===== config.mk =====
export PLATFORM = sky130hd
export DESIGN_NAME = wbu_fifo_drain_flat
export DESIGN_NICKNAME = d
export VERILOG_FILES = /design/src/rtl/wbu_fifo_drain_if.sv /design/src/rtl/wbu_fifo_drain.sv /design/src/flat_wrapper.sv
export SDC_FILE = /design/constraint.sdc
export NUM_CORES = 1
export LEC_CHECK = 0
export BUFFER_PORTS_ARGS = -buffer_cell sky130_fd_sc_hd__buf_4
export CAP_MARGIN = 40
export CORE_MARGIN = 2
export CORE_UTILIZATION = 25
export CTS_CLUSTER_DIAMETER = 150
export CTS_CLUSTER_SIZE = 24
export DETAILED_ROUTE_END_ITERATION = 12
export GPL_TIMING_DRIVEN = 0
export PLACE_DENSITY = 0.52
export SYNTH_ARGS = -nofsm -noshare
export SYNTH_HDL_FRONTEND = slang
export SYNTH_SLANG_ARGS = --single-unit

===== constraint.sdc =====
create_clock -name i_clk -period 3.7 [get_ports i_clk]
set_input_delay 0.185 -clock i_clk [delete_from_list [all_inputs] [get_ports i_clk]]
set_output_delay 0.185 -clock i_clk [all_outputs]
set_load 0.05 [all_outputs]

===== src/rtl/wbu_fifo_drain_if.sv =====
// wbu_fifo_drain_if: FIFO read port plus transmitter byte handshake for the
// wbubus return-path drain. master = the drain block, slave = FIFO/transmitter side.
interface wbu_fifo_drain_if;
    logic        i_empty_n;
    logic [35:0] i_data;
    logic        o_rd;
    logic        o_tx_stb;
    logic [7:0]  o_tx_data;
    logic        i_tx_busy;
    logic        o_busy;

    modport master (
        input  i_empty_n, i_data, i_tx_busy,
        output o_rd, o_tx_stb, o_tx_data, o_busy
    );

    modport slave (
        output i_empty_n, i_data, i_tx_busy,
        input  o_rd, o_tx_stb, o_tx_data, o_busy
    );
endinterface


===== src/rtl/wbu_fifo_drain.sv =====
// wbu_fifo_drain: pops 36-bit codewords from the return FIFO and sends each as
// six printable characters (6 bits each, MSB first) followed by an EOL byte.
// Optional idle keep-alive: define WBU_IDLE_EN to emit IDLE_WORD after 2^LGIDLE-1
// empty IDLE cycles.
module wbu_fifo_drain #(
    parameter int          LGIDLE    = 20,
    parameter logic [7:0]  EOL       = 8'h0a,
    parameter logic [35:0] IDLE_WORD = 36'h0
) (
    input  logic              i_clk,
    input  logic              i_reset_n,
    wbu_fifo_drain_if.master  bus
);

    typedef enum logic [1:0] {S_IDLE, S_SEND, S_EOL} state_t;

    state_t      state, state_nx;
    logic [35:0] sreg, sreg_nx;
    logic [2:0]  idx, idx_nx;
    logic        stb_nx;
    logic [7:0]  data_nx;
    logic        busy_nx;
    logic        accept;
    logic        start;
    logic [35:0] start_word;

    // 6-bit value to printable character; bit 7 is always zero
    function automatic logic [7:0] enc(input logic [5:0] v);
        logic [7:0] w;
        w = {2'b00, v};
        if (v < 6'd10)      return 8'h30 + w;
        else if (v < 6'd36) return 8'h37 + w;
        else if (v < 6'd62) return 8'h3D + w;
        else if (v == 6'd62) return 8'h40;
        else                return 8'h25;
    endfunction

    // Only pop in IDLE and never while reset is held
    assign bus.o_rd   = i_reset_n && (state == S_IDLE) && bus.i_empty_n;
    assign accept     = bus.o_tx_stb && !bus.i_tx_busy;
    // A timeout only starts when o_rd is low, so the mux never hides a real word
    assign start_word = bus.o_rd ? bus.i_data : IDLE_WORD;

`ifdef WBU_IDLE_EN
    logic [LGIDLE-1:0] idle_cnt, idle_cnt_nx;
    logic              timeout;

    assign timeout = (state == S_IDLE) && !bus.i_empty_n && (&idle_cnt);
    assign start   = bus.o_rd || timeout;

    // Idle counter: runs only while IDLE and empty, clears on any start or outside IDLE
    always_comb begin
        idle_cnt_nx = idle_cnt;
        if (state != S_IDLE || bus.o_rd || timeout)
            idle_cnt_nx = '0;
        else if (!bus.i_empty_n)
            idle_cnt_nx = idle_cnt + 1'b1;
    end

    // Idle counter register
    always_ff @(posedge i_clk) begin
        if (!i_reset_n) idle_cnt <= '0;
        else            idle_cnt <= idle_cnt_nx;
    end
`else
    assign start = bus.o_rd;
`endif

    // Next-state and next-output logic
    always_comb begin
        state_nx = state;
        sreg_nx  = sreg;
        idx_nx   = idx;
        stb_nx   = bus.o_tx_stb;
        data_nx  = bus.o_tx_data;
        case (state)
            S_IDLE: begin
                if (start) begin
                    sreg_nx  = start_word;
                    idx_nx   = 3'd0;
                    stb_nx   = 1'b1;
                    data_nx  = enc(start_word[35:30]);
                    state_nx = S_SEND;
                end
            end
            S_SEND: begin
                if (accept) begin
                    if (idx != 3'd5) begin
                        sreg_nx = sreg << 6;
                        idx_nx  = idx + 3'd1;
                        data_nx = enc(sreg[29:24]);
                    end else begin
                        data_nx  = EOL;
                        state_nx = S_EOL;
                    end
                end
            end
            S_EOL: begin
                if (accept) begin
                    stb_nx   = 1'b0;
                    state_nx = S_IDLE;
                end
            end
            default: state_nx = S_IDLE;
        endcase
        busy_nx = (state_nx != S_IDLE);
    end

    // Control and output registers; a partially sent word is dropped on reset
    always_ff @(posedge i_clk) begin
        if (!i_reset_n) begin
            state         <= S_IDLE;
            idx           <= 3'd0;
            bus.o_tx_stb  <= 1'b0;
            bus.o_tx_data <= 8'h00;
            bus.o_busy    <= 1'b0;
        end else begin
            state         <= state_nx;
            idx           <= idx_nx;
            bus.o_tx_stb  <= stb_nx;
            bus.o_tx_data <= data_nx;
            bus.o_busy    <= busy_nx;
        end
    end

    // Codeword shift register; contents are don't-care until the next capture
    always_ff @(posedge i_clk) begin
        sreg <= sreg_nx;
    end

endmodule

===== src/flat_wrapper.sv =====
// flat-port wrapper written by rule: the top's interface ports become plain ports
module wbu_fifo_drain_flat 
#(
    parameter int          LGIDLE    = 20,
    parameter logic [7:0]  EOL       = 8'h0a,
    parameter logic [35:0] IDLE_WORD = 36'h0
)
  (i_clk, i_reset_n, bus_i_empty_n, bus_i_data, bus_i_tx_busy, bus_o_rd, bus_o_tx_stb, bus_o_tx_data, bus_o_busy);
  wbu_fifo_drain_if bus_i ();
  input  logic i_clk;
  input  logic i_reset_n;
  input wire logic [$bits(bus_i.i_empty_n)-1:0] bus_i_empty_n;
  input wire logic [$bits(bus_i.i_data)-1:0] bus_i_data;
  input wire logic [$bits(bus_i.i_tx_busy)-1:0] bus_i_tx_busy;
  output wire logic [$bits(bus_i.o_rd)-1:0] bus_o_rd;
  output wire logic [$bits(bus_i.o_tx_stb)-1:0] bus_o_tx_stb;
  output wire logic [$bits(bus_i.o_tx_data)-1:0] bus_o_tx_data;
  output wire logic [$bits(bus_i.o_busy)-1:0] bus_o_busy;
  assign bus_i.i_empty_n = bus_i_empty_n;
  assign bus_i.i_data = bus_i_data;
  assign bus_i.i_tx_busy = bus_i_tx_busy;
  assign bus_o_rd = bus_i.o_rd;
  assign bus_o_tx_stb = bus_i.o_tx_stb;
  assign bus_o_tx_data = bus_i.o_tx_data;
  assign bus_o_busy = bus_i.o_busy;
  wbu_fifo_drain #(.LGIDLE(LGIDLE), .EOL(EOL), .IDLE_WORD(IDLE_WORD)) u_core (.i_clk(i_clk), .i_reset_n(i_reset_n), .bus(bus_i));
endmodule

======== Yosys cells after proc, flatten, opt, wreduce, memory -nomap -nowiden ========
Cells that the tools add are included.
cells by class
  $add $sub $neg .......................... 7
  $lt $le $gt $ge ......................... 6
  equality and inequality tests ........... 9
  muxes and demuxes ....................... 29
  reductions and logical operators ........ 11
operator list
  kind                                                                           number
  30-bit 2-to-1 mux                                                              3
  8-bit 2-to-1 mux                                                               9
  30-bit case mux with 2 select lines                                            1
  6-bit by 6-bit adder with 7-bit output (first input constant)                  6
  36-bit 2-to-1 mux                                                              1
  6-bit less-than comparator (second input constant)                             4
  8-bit case mux with 2 select lines                                             1
  7-bit 2-to-1 mux                                                               2
  6-bit == test (second input constant)                                          2
  6-bit by 4-bit less-than comparator with 1-bit output (second input constant)  2
  3-bit 2-to-1 mux                                                               3
  2-bit 2-to-1 mux                                                               4
  2-bit by 1-bit inequality test with 1-bit output (second input constant)       4
  2-bit case mux with 3 select lines                                             1
  3-bit case mux with 2 select lines                                             1
  3-bit AND reduction                                                            2
  2-bit nonzero test                                                             3
  4-bit AND reduction                                                            1
  3-bit by 1-bit adder with 3-bit output (second input constant)                 1
  1-bit logical AND                                                              3
  3-bit inequality test (second input constant)                                  1
  2-bit by 1-bit == test with 1-bit output (second input constant)               1
  2-bit == test (second input constant)                                          1
  2-bit zero test                                                                1
  3 further kinds                                                                4
storage, ports and cells
  register bits ........................... 45
  input bits .............................. 40
  output and inout port bits .............. 11
  word-level logic and storage cells ...... 68

======== Longest topological paths before layout ========
Gate-level depths: netlist of run 1.
  depth after elaboration ................. 11
  depth in mapped cells ................... 12

======== Least setup slack after synthesis of run 1 ========
No wires, ideal clock.
  path kind ............................... register -> register
  from .................................... register u_core.bus.o_tx_stb
  to ...................................... register u_core.idx[2]
  arrival time ............................ 2.741 ns
  data required time ...................... 3.574 ns
  setup slack ............................. 0.833 ns
  stages on the path, launching flop included .. 6
  path buffers ............................ 0
  clock period less this slack ............ 2.867 ns
  cells stage by stage .................... dfxtp_1 > nand3b_1 > a211oi_2 > nand2_1 > xor2_1 > nor2_1
between the ends
  word-level cells in the longest chain between the ends .. 3
RTL lines
  item                                                               line                     source
  start: declaration                                                 wbu_fifo_drain_if.sv:14  output o_rd, o_tx_stb, o_tx_data, o_busy
  start signal: assignment                                           wbu_fifo_drain.sv:120    bus.o_tx_stb <= stb_nx;
  1-bit logical AND                                                  wbu_fifo_drain.sv:40     assign accept = bus.o_tx_stb && !bus.i_tx_busy;
  2-bit by 1-bit inequality test with 1-bit output (no source line)  n/a
  4-bit AND reduction (no source line)                               n/a
  end signal: assignment                                             wbu_fifo_drain.sv:119    idx <= idx_nx;
  end: declaration                                                   wbu_fifo_drain.sv:19     logic [2:0] idx, idx_nx;
No other way between the ends.
A chain may end at the register's enable or synchronous reset.

======== Final worst setup path of run 1 ========
  from .................................... register u_core.state[1]
  to ...................................... register u_core.bus.o_tx_data[4]
between the ends
  word-level cells in the longest chain between the ends .. 10
  elaborated cells on any way between the ends .. 20
  those cells by class .................... add/sub: 3; order compare: 3; eq/ne: 3; mux: 6; reduce/logical: 5
RTL lines
  item                                                                                  line                                        source
  start: declaration                                                                    wbu_fifo_drain.sv:17                        state_t state, state_nx;
  start signal: assignment                                                              wbu_fifo_drain.sv:118                       state <= state_nx;
  2-bit zero test                                                                       wbu_fifo_drain.sv:39, wbu_fifo_drain.sv:76
  1-bit logical AND (2 in series)                                                       wbu_fifo_drain.sv:39                        assign bus.o_rd = i_reset_n && (state == S_IDLE) && bus.i_empty_n;
  36-bit 2-to-1 mux                                                                     wbu_fifo_drain.sv:42                        assign start_word = bus.o_rd ? bus.i_data : IDLE_WORD;
  6-bit by 6-bit adder with 7-bit output or 6-bit less-than comparator (tied branches)  wbu_fifo_drain.sv:33                        else if (v < 6'd62) return 8'h3D + w;
  8-bit 2-to-1 mux                                                                      wbu_fifo_drain.sv:33
  8-bit 2-to-1 mux                                                                      wbu_fifo_drain.sv:32                        else if (v < 6'd36) return 8'h37 + w;
  8-bit 2-to-1 mux                                                                      wbu_fifo_drain.sv:31                        if (v < 6'd10) return 8'h30 + w;
  8-bit 2-to-1 mux                                                                      wbu_fifo_drain.sv:78                        if (start) begin
  8-bit case mux with 2 select lines                                                    wbu_fifo_drain.sv:76                        case (state)
  end signal: assignment                                                                wbu_fifo_drain.sv:121                       bus.o_tx_data <= data_nx;
  end: declaration                                                                      wbu_fifo_drain_if.sv:14
Parallel ways exist; a longest one is shown, timed or not. The select of a mux whose other input is x is not followed.

==> metrics.txt, run 1 <==
largest fanout on the critical path 10; die width 108 um; input/output buffers 47; Worst Setup SP u_core.state[1]; Initial DRT Pass Iterations 4; Synth Area per Inst 9.64 um2; DR DRC count 0; cell area after synthesis 2730 um2; sw frac 30.1%; DR WL/cell 14.0 um; Clock Latency Late Sink 0.30 ns; simple-gate area share of the yosys netlist 19.4%; Startpoint Class flip-flop; Critical Path AT 3.05 ns; Post-Route Setup TNS 0 ns; Yosys warning total 0; Fin Hold WS 0.157 ns; commonest non-fill, non-tap cell in the layout buf_4; Post-synth EDFFs 30; asr flop ratio synth 0%; cts-stage hold buffer count 0; CTS buffer count 5; Remaining Overflow, GRT 0; first-pass GRT wire length 10800 um; row cnt 38; pin slew with the least headroom to its limit 0.486 ns; #FFs+latches synth 44; Netlist cell types 58; largest net degree at the start of global routing 19; status finished clean; post-route ant nets 0; slew margin rel. 66.8%; clock skew 0.0111 ns; PwrDens 344 nW/um2; Antenna Cells 0; Reg-to-Reg Start u_core.state[1]; Root Buffer clkbuf_8; maximum clock insertion buffer count 2; fmax 349 MHz; I/O pin count 51; commonest non-fill, non-tap cells in the layout buf_4 (49), edfxtp_1 (30), a22o_1 (24), nand2_1 (18), nor2_1 (18); Clk pwr share 25.3%; starting density of the core 25.4%; Comb power frac 24.6%; clock-pin slew on the worst setup and hold paths 0.09 ns; Util after Layout 31.4%; Post-Synth XOR/XNOR Area 1.61%; vias per cell 4.92; clock sink count 44; Critical Path End Type flip-flop; minimum clock period after layout 2.86 ns; initial antenna violation count 0; main flop type after synthesis edfxtp_1; worst hold start i_reset_n; Pleak 1.30 nW; Layout Nets 390; final-report setup violation count 0; DRT Wirelength 6710 um; final number of hold-violating endpoints 0; H-tree levels 2; DR iter-0 viols 146; WP data required 3.88 ns; Reg power frac 50.1%; sequential-to-total area share from yosys stat 43.3%; largest family of logic cells by synthesized area compound AO/OA/AOI/OAI gates; CTS tree done; Via Count 2356; die area 11800 um2; Gates resized, CTS repair 0; Syn Inst Count 283; Hold WC Path Type primary input to flip-flop; max-cap violations 0; Total Routing Usage GR 11.7%; Switch Pwr 0.350 mW; Reg2Reg Depth 11; share of the clock period used by the worst path 77.4%; Layout area overhead 23.7%; Synth Area in Compound Gates 24.0%; number of global-route vias before repair 2113; Setup Fix Bufs, Post-CTS 0; syn nets 334; GP Congestion 0.929; multiplexer area fraction after synthesis 1.10%; fillers 1156; Int Pwr 0.812 mW; fraction of layout cells with a size suffix above 1 22.1%; Die Span Y 108 um; Synth Area in Adders 5.05%; core area 10700 um2; max-slew violation count 0; hold path depth 2; Peak VDD IR 0.133 mV; DP Wirelength 5020 um; RSZ-0062 raised after global routing false; kind of critical path flip-flop to flip-flop
[synth_stat cells, types with 4 or more instances]
library cell,n,area share [%]
o211ai_1,4,1.1
clkbuf_1,10,1.4
ha_1,11,5.0
a21oi_1,15,2.8
nand2b_1,5,1.1
dfxtp_1,14,10
nor2_1,18,2.5
edfxtp_1,30,33
a211oi_1,4,1.1
buf_2,7,1.3
a22o_1,24,7.7
a31oi_1,5,1.1
nand2_1,18,2.5
nor2b_1,5,1.1
o21ai_0,15,2.8
nor3_1,7,1.3
and2_1,10,2.3
nand3_1,11,2.0
or3_1,4,0.92
inv_1,8,1.1
[critical path, stage by stage, from the launching register on]
cell	delay (ns)
dfxtp_1	0.30
buf_2	0.17
and4bb_2	0.37
buf_4	0.20
clkbuf_1	0.32
nand2_1	0.13
ha_1	0.27
inv_1	0.07
a21oi_1	0.05
or3b_2	0.45
a41oi_1	0.30
a31oi_1	0.12
[area by class of cell]
type | instances | area [um2] | share of cell area (%)
Multi-Input combinational cell | 208 | 1410 | 41.7
Timing Repair Buffer | 49 | 383 | 11.3
Clock buffer | 5 | 68.8 | 2.04
Sequential cell | 44 | 1180 | 35.0
Tap cell | 140 | 175 | 5.19
Inverter | 9 | 33.8 | 1.00
Clock inverter | 2 | 12.5 | 0.371
Buffer | 22 | 114 | 3.37
[metrics by stage]
step	setup WS (ns)	std cells	total power [mW]	instance area (um2)
5_1_grt	0.520	479	1.22	3370
4_1_cts	0.787	479	1.18	3370
3_3_place_gp	0.237	470	0.874	3260
2_1_floorplan	0.833	283	0.778	2730
3_5_place_dp	0.797	472	0.880	3290
6_report	0.835	479	1.16	3370
[state kept, by name, summed over array words and instances (netlist names)]
register	flops
u_core.bus.o_busy	1
u_core.state	2
u_core.sreg	30
u_core.bus.o_tx_stb	1
u_core.bus.o_tx_data	7
u_core.idx	3
[metal layers]
metal | GRT usage (%) | routed length [um] | part of all wire [%]
met5 | 0 | 0 | 0
met4 | 3.57 | 69 | 1.0
met3 | 2.05 | 212 | 3.2
met2 | 18.5 | 3240 | 48
met1 | 16.2 | 3190 | 48
[power groups by stage]
stage | sequential, mW | combinational [mW] | clock, mW
detailed placement | 0.595 | 0.285 | 0
CTS | 0.583 | 0.287 | 0.307
global route | 0.587 | 0.314 | 0.324
global placement | 0.596 | 0.278 | 0
floorplan | 0.623 | 0.155 | 0
finish | 0.583 | 0.285 | 0.294
[path summary, 6_finish.rpt]
path	endpoint	slack (ns)
hold reg to reg	u_core.bus.o_tx_data[0]	0.49
setup reg to reg	u_core.bus.o_tx_data[4]	0.84
setup / recovery	u_core.bus.o_tx_data[4]	0.84
hold / removal	u_core.state[1]	0.16
[logic make-up after synthesis]
logic type / count (synthesis)
DFF: 44
buffers and inverters: 31
and+or+nand+nor: 97
other: 1
AOI/OAI and AO/OA: 91
adders and majority gates: 11
muxes: 3
xor gates and xnor gates: 5
(Power assumes the default switching activity.)
==> run 2, diff against run 1 <==
==> constraint.sdc (replaced) <==
create_clock -name i_clk -period 2.7 [get_ports i_clk]
set_input_delay 0.135 -clock i_clk [delete_from_list [all_inputs] [get_ports i_clk]]
set_output_delay 0.135 -clock i_clk [all_outputs]
set_load 0.05 [all_outputs]
==> run 2 against run 1 <==
Against the previous run: die area is the same; sequential power increased by 37%; routed wire length is 4.1% higher; core utilization increased by 0.51 points; critical path depth unchanged; first-iteration DRC count is 10% lower; non-clock buffer count up 1; worst setup slack lost 0.65 ns; critical endpoint unchanged; largest cell class unchanged.
==> metrics.txt, run 2 (synthesis results as in run 1) <==
Largest register FFs 30; maximum clock insertion buffer count 2; max-cap violations 0; worst setup slack after layout 0.189 ns; Reg2Reg Capture Point u_core.bus.o_tx_data[4]; RSZ-0062 raised after global routing false; Critical Path End Type flip-flop; I/O pin count 51; Overall Power 1.70 mW; H-tree levels 2; input/output buffers 47; Reg2Reg Depth 11; largest fanout on the critical path 10; number of global-route vias before repair 2258; Reg-to-Reg Start u_core.state[1]; post-route ant nets 0; fillers 1141; Layout Nets 391; clock-pin slew on the worst setup and hold paths 0.09 ns; Remaining Overflow, GRT 0; row cnt 38; clock skew 0.0101 ns; CTS buffer count 5; Largest regs u_core.sreg x30, u_core.bus.o_tx_data x7, u_core.idx x3; Pleak 1.32 nW; hold path depth 2; area of the multi-input gates 1420 um2; core area 10700 um2; Critical Path AT 2.70 ns; Clock Latency Late Sink 0.30 ns; share of the clock period used by the worst path 93.0%; Hold WC Path Type primary input to flip-flop; WP data required 2.88 ns; die area 11800 um2; final-report setup violation count 0; Startpoint Class flip-flop; fmax 398 MHz; max-slew violation count 0; DRT Wirelength 6980 um; pre-CTS setup slack -0.129 ns; DP Wirelength 5240 um; CTS tree done; starting density of the core 25.4%; Initial DRT Pass Iterations 4; worst hold start i_reset_n; die width 108 um; Peak VDD IR 0.245 mV; initial antenna violation count 0; slew margin rel. 64.0%; fraction of layout cells with a size suffix above 1 23.2%; kind of critical path flip-flop to flip-flop; largest register by flop count u_core.sreg; commonest non-fill, non-tap cell in the layout buf_4; Total Routing Usage GR 12.2%; vias per cell 4.90; Via Count 2359; minimum clock period after layout 2.51 ns; clock sink count 44; Min-Delay Endpoint u_core.state[1]; Antenna Cells 0; DR WL/cell 14.5 um; register area 1180 um2; largest net degree at the start of global routing 19; status finished clean; Root Buffer clkbuf_8; setup slack, reg-to-reg 0.19 ns; Util after Layout 31.9%; final number of hold-violating endpoints 0; pin slew with the least headroom to its limit 0.527 ns; DR DRC count 0; commonest non-fill, non-tap cells in the layout buf_4 (50), edfxtp_1 (30), a22o_1 (24), nand2_1 (18), nor2_1 (18); DR iter-0 viols 131; Die Span Y 108 um; Layout area overhead 25.7%; first-pass GRT wire length 11300 um; PwrDens 497 nW/um2; GP Congestion 0.893
==> run 2: cell types whose count changed in the layout (fill, tap and decap cells not counted), sizes merged <==
cell and delta:
clkbuf -1, bufinv +1, clkinvlp -1, buf +2, clkinv +1
==> run 2: repair_timing <==
item	4_1_cts	5_1_grt
setup buffers	1	0
pin swaps	1	0
setup endpoints to repair	1	2
hold buffers	0	0
endpoints found under the hold margin	0	0
gates resized for setup	2	3
==> run 2: per-layer routing <==
metal  up-vias  routed length, um  global-route usage (%)
met5         -                  0                       0
met4         0                112                    4.95
met3         9                236                    1.81
met2        57               3490                    20.4
met1      1106               3150                    15.6
li1       1187                  -                       -
==> run 2: critical path, stage by stage, from the launching register on <==
cell and delay [ns]:
dfxtp_1 0.31, buf_2 0.17, and4bb_2 0.35, buf_6 0.16, buf_4 0.17, nand2_1 0.08, ha_2 0.24, inv_1 0.06
a21oi_1 0.06, or3b_2 0.47, a41oi_2 0.23, a31oi_1 0.10
==> run 2: area by class of cell <==
class,instances,area share (%)
inverter,9,0.985
sequential,44,34.4
buffer,22,3.54
clock buffer,5,2.01
tap,140,5.11
multi-input combinational,208,41.3
clock inverter,3,1.24
timing repair buffer,50,11.4
==> run 2: worst max path at each step <==
| stage | startpoint | to | depth (start not counted) | slack (ns) |
|---|---|---|---|---|
| 3_5_place_dp | u_core.state[1] | u_core.bus.o_tx_data[4] | 11 | -0.13 |
| 4_1_cts | u_core.state[1] | u_core.bus.o_tx_data[4] | 11 | 0.04 |
| 5_1_grt | u_core.state[1] | u_core.bus.o_tx_data[4] | 11 | 0.04 |
| 6_report | u_core.state[1] | u_core.bus.o_tx_data[4] | 11 | 0.19 |
| 3_3_place_gp | u_core.state[1] | u_core.bus.o_tx_data[4] | 11 | -0.13 |
| 2_1_floorplan | u_core.state[1] | u_core.bus.o_tx_data[4] | 11 | 0.14 |
==> run 2: per-stage QoR <==
stage	area, um2	instances	hold WS, ns	TNS, ns
2_1_floorplan	2740	283	0.266	0
3_3_place_gp	3260	470	0.398	-0.245
3_5_place_dp	3290	472	0.409	-0.129
4_1_cts	3420	481	0.0908	0
5_1_grt	3430	481	0.0929	0
6_report	3430	481	0.0972	0
==> run 2: where the power goes <==
| part | switching [mW] | leakage, nW | total, mW | internal, mW |
|---|---|---|---|---|
| sequential | 0.0248 | 0.402 | 0.799 | 0.774 |
| combinational | 0.232 | 0.864 | 0.398 | 0.166 |
| clock | 0.232 | 0.0558 | 0.506 | 0.274 |
